File: src/rtl/rv32_seq_ctrl.sv
// Multi-cycle RV32I control sequencer: fetch/decode/execute/memory/write-back stepping,
// memory handshakes, PC/IR/instret ownership. Optional single-step via SEQ_SINGLE_STEP_EN.
module rv32_seq_ctrl #(
   parameter logic [31:0] RESET_PC    = 32'h0000_0000,
   parameter int unsigned MEM_TIMEOUT = 255
) (
   input  logic        clk,
   input  logic        rst,
   output logic        imem_req,
   output logic [31:0] imem_addr,
   input  logic        imem_ready,
   input  logic [31:0] imem_rdata,
   output logic [31:0] ir,
   output logic [31:0] pc,
   input  logic        dec_branch,
   input  logic        dec_memread,
   input  logic [3:0]  dec_we,
   input  logic [3:0]  dec_regwrite,
   input  logic        branch_taken,
   input  logic [31:0] imm,
   input  logic [31:0] alu_result,
   output logic        dmem_req,
   output logic [3:0]  dmem_we,
   input  logic        dmem_ready,
   output logic [3:0]  rf_we,
   output logic [31:0] instret,
   output logic        halted,
   output logic [1:0]  trap_cause
`ifdef SEQ_SINGLE_STEP_EN
   ,
   input  logic        step_mode,
   input  logic        step
`endif
);

   localparam int unsigned CNT_W = 16;
   localparam logic [CNT_W-1:0] TO_LAST = CNT_W'(MEM_TIMEOUT - 1);
   localparam logic [31:0] NOP = 32'h0000_0013;

   localparam logic [2:0] S_IDLE   = 3'd0;
   localparam logic [2:0] S_FETCH  = 3'd1;
   localparam logic [2:0] S_DECODE = 3'd2;
   localparam logic [2:0] S_EXEC   = 3'd3;
   localparam logic [2:0] S_MEM    = 3'd4;
   localparam logic [2:0] S_WB     = 3'd5;
   localparam logic [2:0] S_TRAP   = 3'd6;
`ifdef SEQ_SINGLE_STEP_EN
   localparam logic [2:0] S_HOLD   = 3'd7;
`endif

   localparam logic [4:0] OPC_JAL  = 5'b11011;
   localparam logic [4:0] OPC_JALR = 5'b11001;

   logic [2:0]       state, state_nxt, fetch_tgt;
   logic [31:0]      pc_nxt, ir_nxt, instret_nxt, target;
   logic [1:0]       cause_nxt;
   logic [CNT_W-1:0] cnt, cnt_nxt;
   logic             opc_ok, illegal, do_upd;

   assign imem_addr = pc;

`ifdef SEQ_SINGLE_STEP_EN
   logic step_q, step_pulse;
   assign step_pulse = step & ~step_q;
   assign fetch_tgt  = step_mode ? S_HOLD : S_FETCH;

   // Level-held step counts once: only its rising edge releases HOLD.
   always_ff @(posedge clk) begin
      if (rst) step_q <= 1'b0;
      else     step_q <= step;
   end
`else
   assign fetch_tgt = S_FETCH;
`endif

   always_comb begin
      case (ir[6:2])
         5'b01101, 5'b00101, 5'b11011, 5'b11001, 5'b11000,
         5'b00000, 5'b01000, 5'b00100, 5'b01100: opc_ok = 1'b1;
         default:                                opc_ok = 1'b0;
      endcase
   end
   assign illegal = (ir[1:0] != 2'b11) || !opc_ok;

   // Next PC candidate for the instruction currently in IR.
   always_comb begin
      if (ir[6:2] == OPC_JAL)              target = pc + imm;
      else if (ir[6:2] == OPC_JALR)        target = alu_result & ~32'h1;
      else if (dec_branch && branch_taken) target = pc + imm;
      else                                 target = pc + 32'd4;
   end

   // Next-state and next-value logic.
   always_comb begin
      state_nxt   = state;
      pc_nxt      = pc;
      ir_nxt      = ir;
      instret_nxt = instret;
      cause_nxt   = trap_cause;
      cnt_nxt     = cnt;
      do_upd      = 1'b0;
      case (state)
         S_IDLE: state_nxt = fetch_tgt;
`ifdef SEQ_SINGLE_STEP_EN
         S_HOLD: if (!step_mode || step_pulse) state_nxt = S_FETCH;
`endif
         S_FETCH: begin
            if (imem_ready) begin
               ir_nxt    = imem_rdata;
               state_nxt = S_DECODE;
            end else if (cnt == TO_LAST) begin
               state_nxt = S_TRAP;
               cause_nxt = 2'b11;
            end else begin
               cnt_nxt = cnt + 16'd1;
            end
         end
         S_DECODE: begin
            if (illegal) begin
               state_nxt = S_TRAP;
               cause_nxt = 2'b01;
            end else begin
               state_nxt = S_EXEC;
            end
         end
         S_EXEC: begin
            if (dec_memread || (dec_we != 4'b0000)) state_nxt = S_MEM;
            else if (dec_regwrite != 4'b0000)      state_nxt = S_WB;
            else                                    do_upd    = 1'b1;
         end
         S_MEM: begin
            if (dmem_ready) begin
               if (dec_memread) state_nxt = S_WB;
               else             do_upd    = 1'b1;
            end else if (cnt == TO_LAST) begin
               state_nxt = S_TRAP;
               cause_nxt = 2'b11;
            end else begin
               cnt_nxt = cnt + 16'd1;
            end
         end
         S_WB:    do_upd    = 1'b1;
         S_TRAP:  state_nxt = S_TRAP;
         default: state_nxt = S_IDLE;
      endcase

      // A misaligned target retires nothing and leaves PC on the faulting instruction.
      if (do_upd) begin
         if (target[1:0] != 2'b00) begin
            state_nxt = S_TRAP;
            cause_nxt = 2'b10;
         end else begin
            pc_nxt      = target;
            instret_nxt = instret + 32'd1;
            state_nxt   = fetch_tgt;
         end
      end

      if ((state_nxt != state) && ((state_nxt == S_FETCH) || (state_nxt == S_MEM)))
         cnt_nxt = '0;
   end

   // State, datapath registers and registered handshake/enable outputs.
   always_ff @(posedge clk) begin
      if (rst) begin
         state      <= S_IDLE;
         pc         <= RESET_PC;
         ir         <= NOP;
         instret    <= '0;
         trap_cause <= 2'b00;
         cnt        <= '0;
         imem_req   <= 1'b0;
         dmem_req   <= 1'b0;
         dmem_we    <= 4'b0000;
         rf_we      <= 4'b0000;
         halted     <= 1'b0;
      end else begin
         state      <= state_nxt;
         pc         <= pc_nxt;
         ir         <= ir_nxt;
         instret    <= instret_nxt;
         trap_cause <= cause_nxt;
         cnt        <= cnt_nxt;
         imem_req   <= (state_nxt == S_FETCH);
         dmem_req   <= (state_nxt == S_MEM);
         dmem_we    <= (state_nxt == S_MEM) ? dec_we : 4'b0000;
         rf_we      <= ((state_nxt == S_WB) && (ir_nxt[11:7] != 5'd0)) ? dec_regwrite : 4'b0000;
         halted     <= (state_nxt == S_TRAP);
      end
   end

endmodule

File: config.mk
export PLATFORM = sky130hd
export DESIGN_NAME = rv32_seq_ctrl
export DESIGN_NICKNAME = d
export VERILOG_FILES = /design/src/rtl/rv32_seq_ctrl.sv
export SDC_FILE = /design/constraint.sdc
export NUM_CORES = 1
export LEC_CHECK = 0
export CORE_AREA = 2 2 175 194
export DETAILED_ROUTE_END_ITERATION = 10
export DIE_AREA = 0 0 177 196
export GPL_ROUTABILITY_DRIVEN = 0
export PLACE_DENSITY = 0.58
export REMOVE_ABC_BUFFERS = 1
export SYNTH_ARGS = -nofsm -noshare
export SYNTH_HDL_FRONTEND = slang
export SYNTH_SLANG_ARGS = --single-unit
export TNS_END_PERCENT = 50
File: constraint.sdc
create_clock -name clk -period 3.8 [get_ports clk]
set_input_delay 0.76 -clock clk [delete_from_list [all_inputs] [get_ports clk]]
set_output_delay 0.76 -clock clk [all_outputs]
set_load 0.02 [all_outputs]
==> summary.md, run 1 <==
| Metric | Value |
|---|---|
| Worst hold stages | 2 |
| Initial drt markers | 377 |
| Met3 global-route usage | 3.236% |
| Period minus WS final | about 3.6 ns |
| # IOs | between 200 and 300 |
| P&R area growth vs syn | 45.21% |
| Worst Setup Start Kind | primary input |
| Postcts setup bufs | 0 |
| Total grt overflow | 0 |
| RSZ-0062 raised after global routing | no |
| Routed WL | between 20 and 30 mm |
| Initial Util | about a quarter |
| DP HPWL | approximately 21 mm |
| Slew at the pin with the worst max-slew slack | 0.7741 ns |
| Area contributors post-synth | dfxtp_1 32%, nand2_1 6.4%, a21oi_1 5.7% |
| DIE WIDTH | between 150 and 200 microns |
| Syn avg cell area | between 7 and 8 sq um |
| Post-DR vias/cell | just under 5 |
| Die height | between 150 and 200 microns |
| Hold Fails Final Rpt | 0 |
| Worst Hold Class | reg -> reg |
| Clock Path Buffers | 2 |
| Fin nets | roughly 1400 |
| Initial antenna violation count | 0 |
| Worst-path clk slew | 0.06 ns |
| CP Class | in -> reg |
| Slew margin rel. | about half |
| Final setup violation count | 0 |
| Via Count | around 8500 |
| Critical Path Fanout Max | 3 |
| GR Util met2 | 27.35% |
| Final worst path period share | around 95% |
| Total GRT Usage | 16.13% |
| Row count | 70 |
| Busiest layer in global routing | met2 |
| Post-DRT Antenna Nets | 0 |
| Place WS | -0.2675 ns |
| Final worst slack | ~0.17 ns |
| Top cells by count, synth | 138 x nand2_1, 129 x dfxtp_1, 100 x nor2_1, 93 x a21oi_1, 47 x nand3_1 |
| Final Max Tran Viols | 0 |
| Post-synthesis sequential area ratio | 31.90% |
| Clk root buf | clkbuf_16 |
| Post-synth top area cell | dfxtp_1 |
| Layout cells sized above 1 | between 7 and 8% |
| Achievable Freq | about 280 MHz |
| Synth top area share | 31.90% |
| Total CTS buffers | 17 |
| Placed cells | about 1700 |
| Cell Count, Final, Fillers Out | around 1700 |
| Pwr/cell area | between 300 and 400 nW/um^2 |
| Largest net degree at the start of global routing | 50 |
| #FFs+latches synth | 129 |
| Pleak | 4.339 nW |
| Met1 usage | between 20% and 30% |
| DRC | 0 |
| CORE AREA | ~33000 sq um |
| Hold Crit Start | ir[22] |
| R2R cell count | 11 |
| VDD IR max | approximately 0.00028 V |
| Mapped Cells | 1045 |
| Worst reg-to-reg setup slack | around 0.53 ns |
| Max-cap violations | 0 |
| Final Power | 0.004059 W |
| Post-synth EDFFs | 0 |
| Layout Utilization | 35.79% |
| Wire per inst | between 15 and 20 microns |
| Synth Flop Type | dfxtp_1 |
| First-pass GRT wire length | approximately 44 mm |
| CTS tree | yes |
| Setup crit end kind | flop |
| Synth unique cells | between 60 and 70 |
| Clk_skew | approximately 0.023 ns |
| Ant. Diodes | 0 |
| Buffers added on ports | 250 |
| Post-Syn Area | 8095 sq um |
| Number of global-route vias before repair | between 8000 and 9000 |
| CTS Hold Bufs | 0 |
| Arr. time, crit path | 3.99 ns |
| Most frequent cell after synthesis | nand2_1 |
| Post_cts resized | 0 |
| Drt pass-1 iters | 6 |
| WP data required | about 4.2 ns |
| Clock latency on the worst-skew pair | about 0.44 ns |
| Synth async-reset ratio | 0% |
| R2R Path End | imem_addr[30] |
| Die Area | 34690 sq um |
| H-tree lvl count | 4 |
| Hold slack | approximately 0.45 ns |
| R2R Path Start | imem_addr[1] |
| Synth Warn # | 0 |
| CTS Sinks | approximately 130 |
| Hold Path End | ir[22] |
| Status | complete, no violations |
-- where the power goes --
part	internal, W	total [W]	leakage [nW]	switching, W
clock network	0.00112	0.00179	0.297	0.000667
registers	0.00141	0.00147	1.04	0.0000603
logic	0.000382	0.000806	3.00	0.000424
total	0.00291	0.00406	4.34	0.00115
-- through the flow --
stage          setup TNS (ns)  instance area [sq um]
5_1_grt                     0                  11760
4_1_cts                     0                  11760
3_3_place_gp           -4.726                  11130
2_1_floorplan          -4.971                   7671
6_report                    0                  11760
3_5_place_dp           -6.408                  11130
-- layer usage --
layer | wire (microns) | vias to the layer above
met2 | 13730 | 255
met3 | 1570 | 23
met1 | 12820 | 3989
met5 | 0 | -
met4 | 486 | 0
li1 | - | 4200
-- cell families after synthesis --
| kind of cell | Yosys count | share of synthesized area (%) |
|---|---|---|
| adders and majority gates | 36 | 5.657 |
| xor gates and xnor gates | 81 | 8.764 |
| and+or+nand+nor | 434 | 26.07 |
| buffers and inverters | 101 | 6.260 |
| DFF | 129 | 31.90 |
| AOI/OAI and AO/OA | 261 | 20.97 |
| muxes | 3 | 0.3710 |
-- registers in the layout, indices dropped and copies added, names as in the netlist, 2 cells and up --
name        cells
cnt            16
state           3
trap_cause      2
imem_addr      32
dmem_we         4
rf_we           4
instret        32
ir             32
-- final cells by class --
| type | count | area [sq um] |
|---|---|---|
| clock buffers | 20 | 446.7 |
| fillers | 3441 | 21090 |
| flip-flops and latches | 129 | 2582 |
| repair buffers | 303 | 2910 |
| well taps | 432 | 540.5 |
| multi-input cells | 815 | 5014 |
| inverters | 22 | 82.58 |
| clock inverters | 12 | 178.9 |
-- worst max path at each step --
| stage | cells after the start | end | from | slack (ns) |
|---|---|---|---|---|
| floorplan | 11 | cnt[1] | imm[0] | -0.31 |
| global placement | 13 | imem_addr[30] | imm[0] | -0.25 |
| detailed placement | 13 | cnt[12] | imm[0] | -0.27 |
| CTS | 13 | cnt[12] | imm[0] | 0.17 |
| global route | 13 | cnt[12] | imm[0] | 0.03 |
| finish | 13 | imem_addr[30] | imm[0] | 0.17 |
-- cells in the final DEF (no fill, tap or decap), types with 4 or more instances in the layout --
cell / instances
o21ai_0: 43
nand2_1: 138
inv_1: 21
nor2b_1: 9
a311oi_1: 5
clkdlybuf4s50_1: 249
a21oi_1: 93
and4_1: 9
dfxtp_1: 129
nor4_1: 6
and3_1: 28
buf_4: 53
nand4_1: 15
a221o_1: 4
a31oi_1: 8
or4_1: 6
a221oi_1: 13
nand2b_1: 6
ha_1: 35
nor2_1: 100
a211oi_1: 21
clkbuf_16: 17
a211o_1: 5
or2_2: 6
nor3_1: 22
xor2_1: 42
o22ai_1: 5
o211ai_1: 10
a21o_1: 18
o21bai_1: 4
o21a_1: 6
a21boi_0: 4
xnor2_1: 39
nand3_1: 47
and2_1: 12
or3_1: 17
bufinv_16: 4
-- critical path: stages --
cell,delay [ns]
clkdlybuf4s50_1,0.46
ha_1,0.16
inv_1,0.05
fa_1,0.39
nand2b_1,0.18
a21o_1,0.20
a211oi_1,0.26
buf_4,0.17
or2_2,0.11
a311oi_1,0.14
or4_1,0.55
a2111oi_0,0.39
nand3b_1,0.15
Power figures use the tool's default switching activity.
==> run 2, diff against run 1 <==
--- a/config.mk
+++ b/config.mk
@@ -10,6 +10,7 @@
 export DIE_AREA = 0 0 177 196
 export GPL_ROUTABILITY_DRIVEN = 0
 export PLACE_DENSITY = 0.58
+export RECOVER_POWER = 25
 export REMOVE_ABC_BUFFERS = 1
 export SYNTH_ARGS = -nofsm -noshare
 export SYNTH_HDL_FRONTEND = slang
==> summary.md, run 2 (synthesis gave the netlist of run 1 again) <==
| Metric | Value |
|---|---|
| Status | finished, violations left |
| Failing checks | max-capacitance violations, max-slew violations |
| CORE AREA | approximately 33000 sq um |
| Most common cell after layout, fill and taps aside | clkdlybuf4s50_1 |
| VDD IR max | roughly 0.00029 V |
| Post-DRT Antenna Nets | 0 |
| Period minus WS final | about 3.6 ns |
| Slew margin rel. | -4.023% |
| Post_cts resized | 0 |
| CP Class | in -> reg |
| Int Pwr | a little under 0.003 W |
| Row count | 70 |
| Postcts setup bufs | 0 |
| First-pass GRT wire length | 44.28 mm |
| Max-cap violations | 1 |
| Buffers added on ports | 250 |
| Die height | roughly 200 microns |
| Final worst path period share | between 90% and 100% |
| Routed WL | roughly 29 mm |
| DRC | 0 |
| Total grt overflow | 0 |
| Layout cells sized above 1 | under 10% |
| Total CTS buffers | 17 |
| Wire per inst | ~16 microns |
| Worst Hold Class | reg -> reg |
| Die Area | between 30000 and 40000 sq um |
| Post-DR vias/cell | ~5 |
| Achievable Freq | 275.7 MHz |
| Place WS | -0.2675 ns |
| RSZ-0062 raised after global routing | no |
| Hold Fails Final Rpt | 0 |
| Clk_skew | about 0.022 ns |
| Total GRT Usage | between 15 and 20% |
| Commonest non-fill, non-tap cells in the layout | 214 x clkdlybuf4s50_1, 138 x nand2_1, 129 x dfxtp_1, 100 x nor2_1, 93 x a21oi_1 |
| Largest net degree at the start of global routing | 50 |
| Setup crit end kind | flop |
| Pwr/cell area | approximately 340 nW/um^2 |
| Ant. Diodes | 0 |
| Fin nets | between 1000 and 1500 |
| Arr. time, crit path | approximately 4 ns |
| R2R cell count | 11 |
| Initial drt markers | 402 |
| Setup TNS | 0 ns |
| P&R area growth vs syn | 45.16% |
| Clock Path Buffers | 2 |
| # IOs | around 250 |
| Pleak | ~4.4 nW |
| Logic pwr share | between 10% and 20% |
| Via Count | 8465 |
| Seq pwr share | 36.2% |
| Hold slack | roughly 0.45 ns |
| Final setup violation count | 0 |
| Initial antenna violation count | 0 |
| H-tree lvl count | 4 |
| Sw Share | around 28% |
| Sw Pwr | 0.001150 W |
| Clk root buf | clkbuf_16 |
| Drt pass-1 iters | 7 |
| DIE WIDTH | around 180 microns |
| Placed cells | between 1500 and 2000 |
| Clock latency on the worst-skew pair | 0.44 ns |
| Final worst slack | about 0.17 ns |
| Worst hold stages | 2 |
| Slew at the pin with the worst max-slew slack | between 1.5 and 2 ns |
| DP HPWL | 21.50 mm |
| Clk network pwr share | between 40% and 50% |
| Worst Setup Start Kind | primary input |
| Layout Utilization | a little over a third |
| Final Max Tran Viols | 34 |
| Critical Path Fanout Max | 3 |
| Number of global-route vias before repair | 8156 |
| CTS Sinks | approximately 130 |
| Worst-path clk slew | 0.06 ns |
| Cell Count, Final, Fillers Out | 1733 |
| CTS Hold Bufs | 0 |
| WP data required | about 4.2 ns |
| CTS tree | yes |
| Initial Util | between 20 and 25% |
run 2: final timing paths:
check	start	to	slack, ns
hold / removal	ir[26]	ir[26]	0.45
hold reg to reg	ir[26]	ir[26]	0.45
setup / recovery	imm[0]	imem_addr[30]	0.17
setup reg to reg	imem_addr[1]	imem_addr[30]	0.53
run 2: cell type report:
| type | count | area (sq um) |
|---|---|---|
| clock buffer | 20 | 446.7 |
| clock inverter | 12 | 178.9 |
| sequential | 129 | 2582 |
| timing repair buffer | 303 | 2907 |
| tap | 432 | 540.5 |
| multi-input combinational | 815 | 5014 |
| inverter | 22 | 82.58 |
| fill | 3443 | 21090 |
run 2: per-stage QoR:
stage | area [sq um] | total power, W
after floorplan | 7671 | 0.001885
after global placement | 11130 | 0.002294
after detailed placement | 11130 | 0.002301
after CTS | 11760 | 0.004106
after global routing | 11750 | 0.004231
final | 11750 | 0.004050
run 2: routing by layer:
layer	routed length [microns]	vias to the layer above	track usage [%]
li1	-	4203	-
met3	1541	26	3.236
met4	512	0	4.806
met5	0	-	0
met2	13720	252	27.35
met1	12810	3984	20.50
run 2: critical path: stages:
cell	delay [ns]
clkdlybuf4s50_1	0.46
ha_1	0.16
inv_1	0.05
fa_1	0.39
nand2b_1	0.18
a21o_1	0.20
a211oi_1	0.26
buf_4	0.17
or2_2	0.11
a311oi_1	0.14
or4_1	0.55
a2111oi_0	0.39
nand3b_1	0.15
run 2: power by group through the flow:
| stage | clock network, W | registers (W) | logic [W] |
|---|---|---|---|
| CTS | 0.00183 | 0.00147 | 0.000809 |
| global placement | 0 | 0.00149 | 0.000799 |
| detailed placement | 0 | 0.00150 | 0.000804 |
| finish | 0.00179 | 0.00147 | 0.000797 |
| global route | 0.00188 | 0.00147 | 0.000875 |
| floorplan | 0 | 0.00155 | 0.000332 |
==> run 3, diff against run 2 <==
--- a/config.mk
+++ b/config.mk
@@ -5,13 +5,14 @@
 export SDC_FILE = /design/constraint.sdc
 export NUM_CORES = 1
 export LEC_CHECK = 0
-export CORE_AREA = 2 2 175 194
+export CORE_AREA = 2 2 127 142
 export DETAILED_ROUTE_END_ITERATION = 10
-export DIE_AREA = 0 0 177 196
+export DIE_AREA = 0 0 129 144
 export GPL_ROUTABILITY_DRIVEN = 0
-export PLACE_DENSITY = 0.58
+export PLACE_DENSITY = 0.91
 export RECOVER_POWER = 25
 export REMOVE_ABC_BUFFERS = 1
+export SLEW_MARGIN = 20
 export SYNTH_ARGS = -nofsm -noshare
 export SYNTH_HDL_FRONTEND = slang
 export SYNTH_SLANG_ARGS = --single-unit
==> summary.md, run 3 (synthesis gave the netlist of run 1 again) <==
| Metric | Value |
|---|---|
| Status | finished, violations left |
| Failing checks | design-rule violations |
| Via Count | about 8700 |
| Final setup violation count | 0 |
| Clock latency on the worst-skew pair | 0.42 ns |
| Total grt overflow | 0 |
| Drt pass-1 iters | 10 |
| Layout cells sized above 1 | between 7 and 8% |
| WP data required | roughly 4.1 ns |
| Initial Util | between 40% and 50% |
| First-pass GRT wire length | roughly 40 mm |
| Buffers added on ports | 250 |
| Worst Hold Class | reg -> reg |
| Arr. time, crit path | 3.95 ns |
| Worst Setup Start Kind | primary input |
| Placed cells | about 1500 |
| Clock Path Buffers | 2 |
| Pwr/cell area | roughly 330 nW/um^2 |
| Period minus WS final | ~3.6 ns |
| Row count | 51 |
| Sw Pwr | 0.001129 W |
| Critical Path Fanout Max | 16 |
| VDD IR max | 0.0003246 V |
| Slew margin rel. | around a tenth |
| Postcts setup bufs | 0 |
| Ant. Diodes | 0 |
| CTS tree | yes |
| Commonest non-fill, non-tap cells in the layout | 214 x clkdlybuf4s50_1, 138 x nand2_1, 129 x dfxtp_1, 100 x nor2_1, 93 x a21oi_1 |
| Achievable Freq | ~280 MHz |
| Max-cap violations | 0 |
| Setup crit end kind | flop |
| Pleak | ~4.4 nW |
| Initial antenna violation count | 0 |
| Clk network pwr share | around two fifths |
| Post-DR vias/cell | between 5 and 6 |
| Hold Fails Final Rpt | 0 |
| Setup TNS | 0 ns |
| Most common cell after layout, fill and taps aside | clkdlybuf4s50_1 |
| Largest net degree at the start of global routing | 56 |
| Slew at the pin with the worst max-slew slack | 1.346 ns |
| Number of global-route vias before repair | around 8400 |
| CTS Sinks | between 100 and 150 |
| Filler cell count in the final layout | between 1000 and 1500 |
| FF/Latch Area | 2582 sq um |
| Die Area | ~19000 sq um |
| Wire per inst | roughly 16 microns |
| Area of the multi-input gates | 5021 sq um |
| H-tree lvl count | 4 |
| CORE AREA | between 15000 and 20000 sq um |
| Sw Share | 29.80% |
| Routed WL | ~25 mm |
| Final worst path period share | a little over nine tenths |
| RSZ-0062 raised after global routing | no |
| Clk root buf | clkbuf_16 |
| Seq pwr share | slightly below 40% |
| Logic pwr share | between 20% and 30% |
| DP HPWL | ~19 mm |
| Total GRT Usage | a little over a quarter |
| Int Pwr | approximately 0.0027 W |
| DRC | 1 |
| Cell Count, Final, Fillers Out | approximately 1500 |
| DIE WIDTH | around 130 microns |
| Worst-path clk slew | around 0.060 ns |
| P&R area growth vs syn | 40.76% |
| Post-DRT Antenna Nets | 0 |
| CP Class | in -> reg |
| Clk_skew | ~0.013 ns |
| Initial drt markers | roughly 570 |
| Total CTS buffers | 17 |
| Final Max Tran Viols | 0 |
| # IOs | between 200 and 300 |
| Die height | 144 microns |
| Fin nets | about 1400 |
run 3: cell count changes in the layout (fill, tap and decap cells not counted), moves of 2 or more:
cell and delta:
clkbuf_1 -2, buf_4 -10, bufinv_16 -4, clkinv_4 +3
run 3: power groups by stage:
stage / logic [W] / registers, W / clock network [W]
after detailed placement: 0.000782 / 0.00150 / 0
after global placement: 0.000766 / 0.00150 / 0
after floorplan: 0.000332 / 0.00155 / 0
final: 0.000787 / 0.00147 / 0.00153
after CTS: 0.000788 / 0.00147 / 0.00155
after global routing: 0.000852 / 0.00148 / 0.00160
run 3: metal layers:
metal / GRT usage (%) / vias up / part of all wire (%)
li1: - / 4200 / -
met1: 31.06 / 4052 / 40
met2: 46.90 / 420 / 49
met3: 5.623 / 75 / 7.2
met4: 12.13 / 0 / 3.9
met5: 0 / - / 0
run 3: critical path, cell delays in order:
cell and delay, ns:
clkdlybuf4s50_1 0.46, ha_1 0.17, inv_1 0.06, fa_1 0.41, nor2b_1 0.17, a311oi_2 0.34, buf_4 0.19, o22ai_1 0.08
buf_4 0.17, a21oi_1 0.19, mux2i_1 0.12, a211oi_1 0.21, buf_4 0.15, o41ai_4 0.06, buf_12 0.19, a211oi_1 0.21
run 3: area by class of cell:
cell class	instances	area share [%]
inverter	22	0.7247
clock buffer	19	3.975
sequential	129	22.66
timing repair buffer	295	25.07
clock inverter	13	0.8894
multi-input combinational	815	44.06
tap	238	2.613
run 3: worst paths after layout:
| check | slack [ns] | from | cells past startpoint | to |
|---|---|---|---|---|
| max reg2reg | 0.49 | imem_addr[0] | 15 | cnt[1] |
| min reg2reg | 0.45 | ir[14] | 2 | ir[14] |
| min | 0.45 | ir[14] | 2 | ir[14] |
| max | 0.17 | imm[0] | 16 | cnt[1] |
run 3: through the flow:
stage	setup slack [ns]	total power, W	utilization (%)	hold slack, ns	instance area, sq um
after detailed placement	-0.2843	0.002283	62.67	0.4470	10840
after global placement	-0.1289	0.002264	62.67	0.4411	10840
final	0.1735	0.003788	65.89	0.4481	11390
after global routing	0.005398	0.003935	65.89	0.4640	11390
after floorplan	-0.3149	0.001885	-	0.4722	7671
after CTS	0.1217	0.003808	65.87	0.4558	11390
run 3: what timing repair did:
action / in CTS / in global routing
gates resized for setup: 0 / 2
endpoints found under the setup margin: 0 / 2
hold buffers: 0 / 0
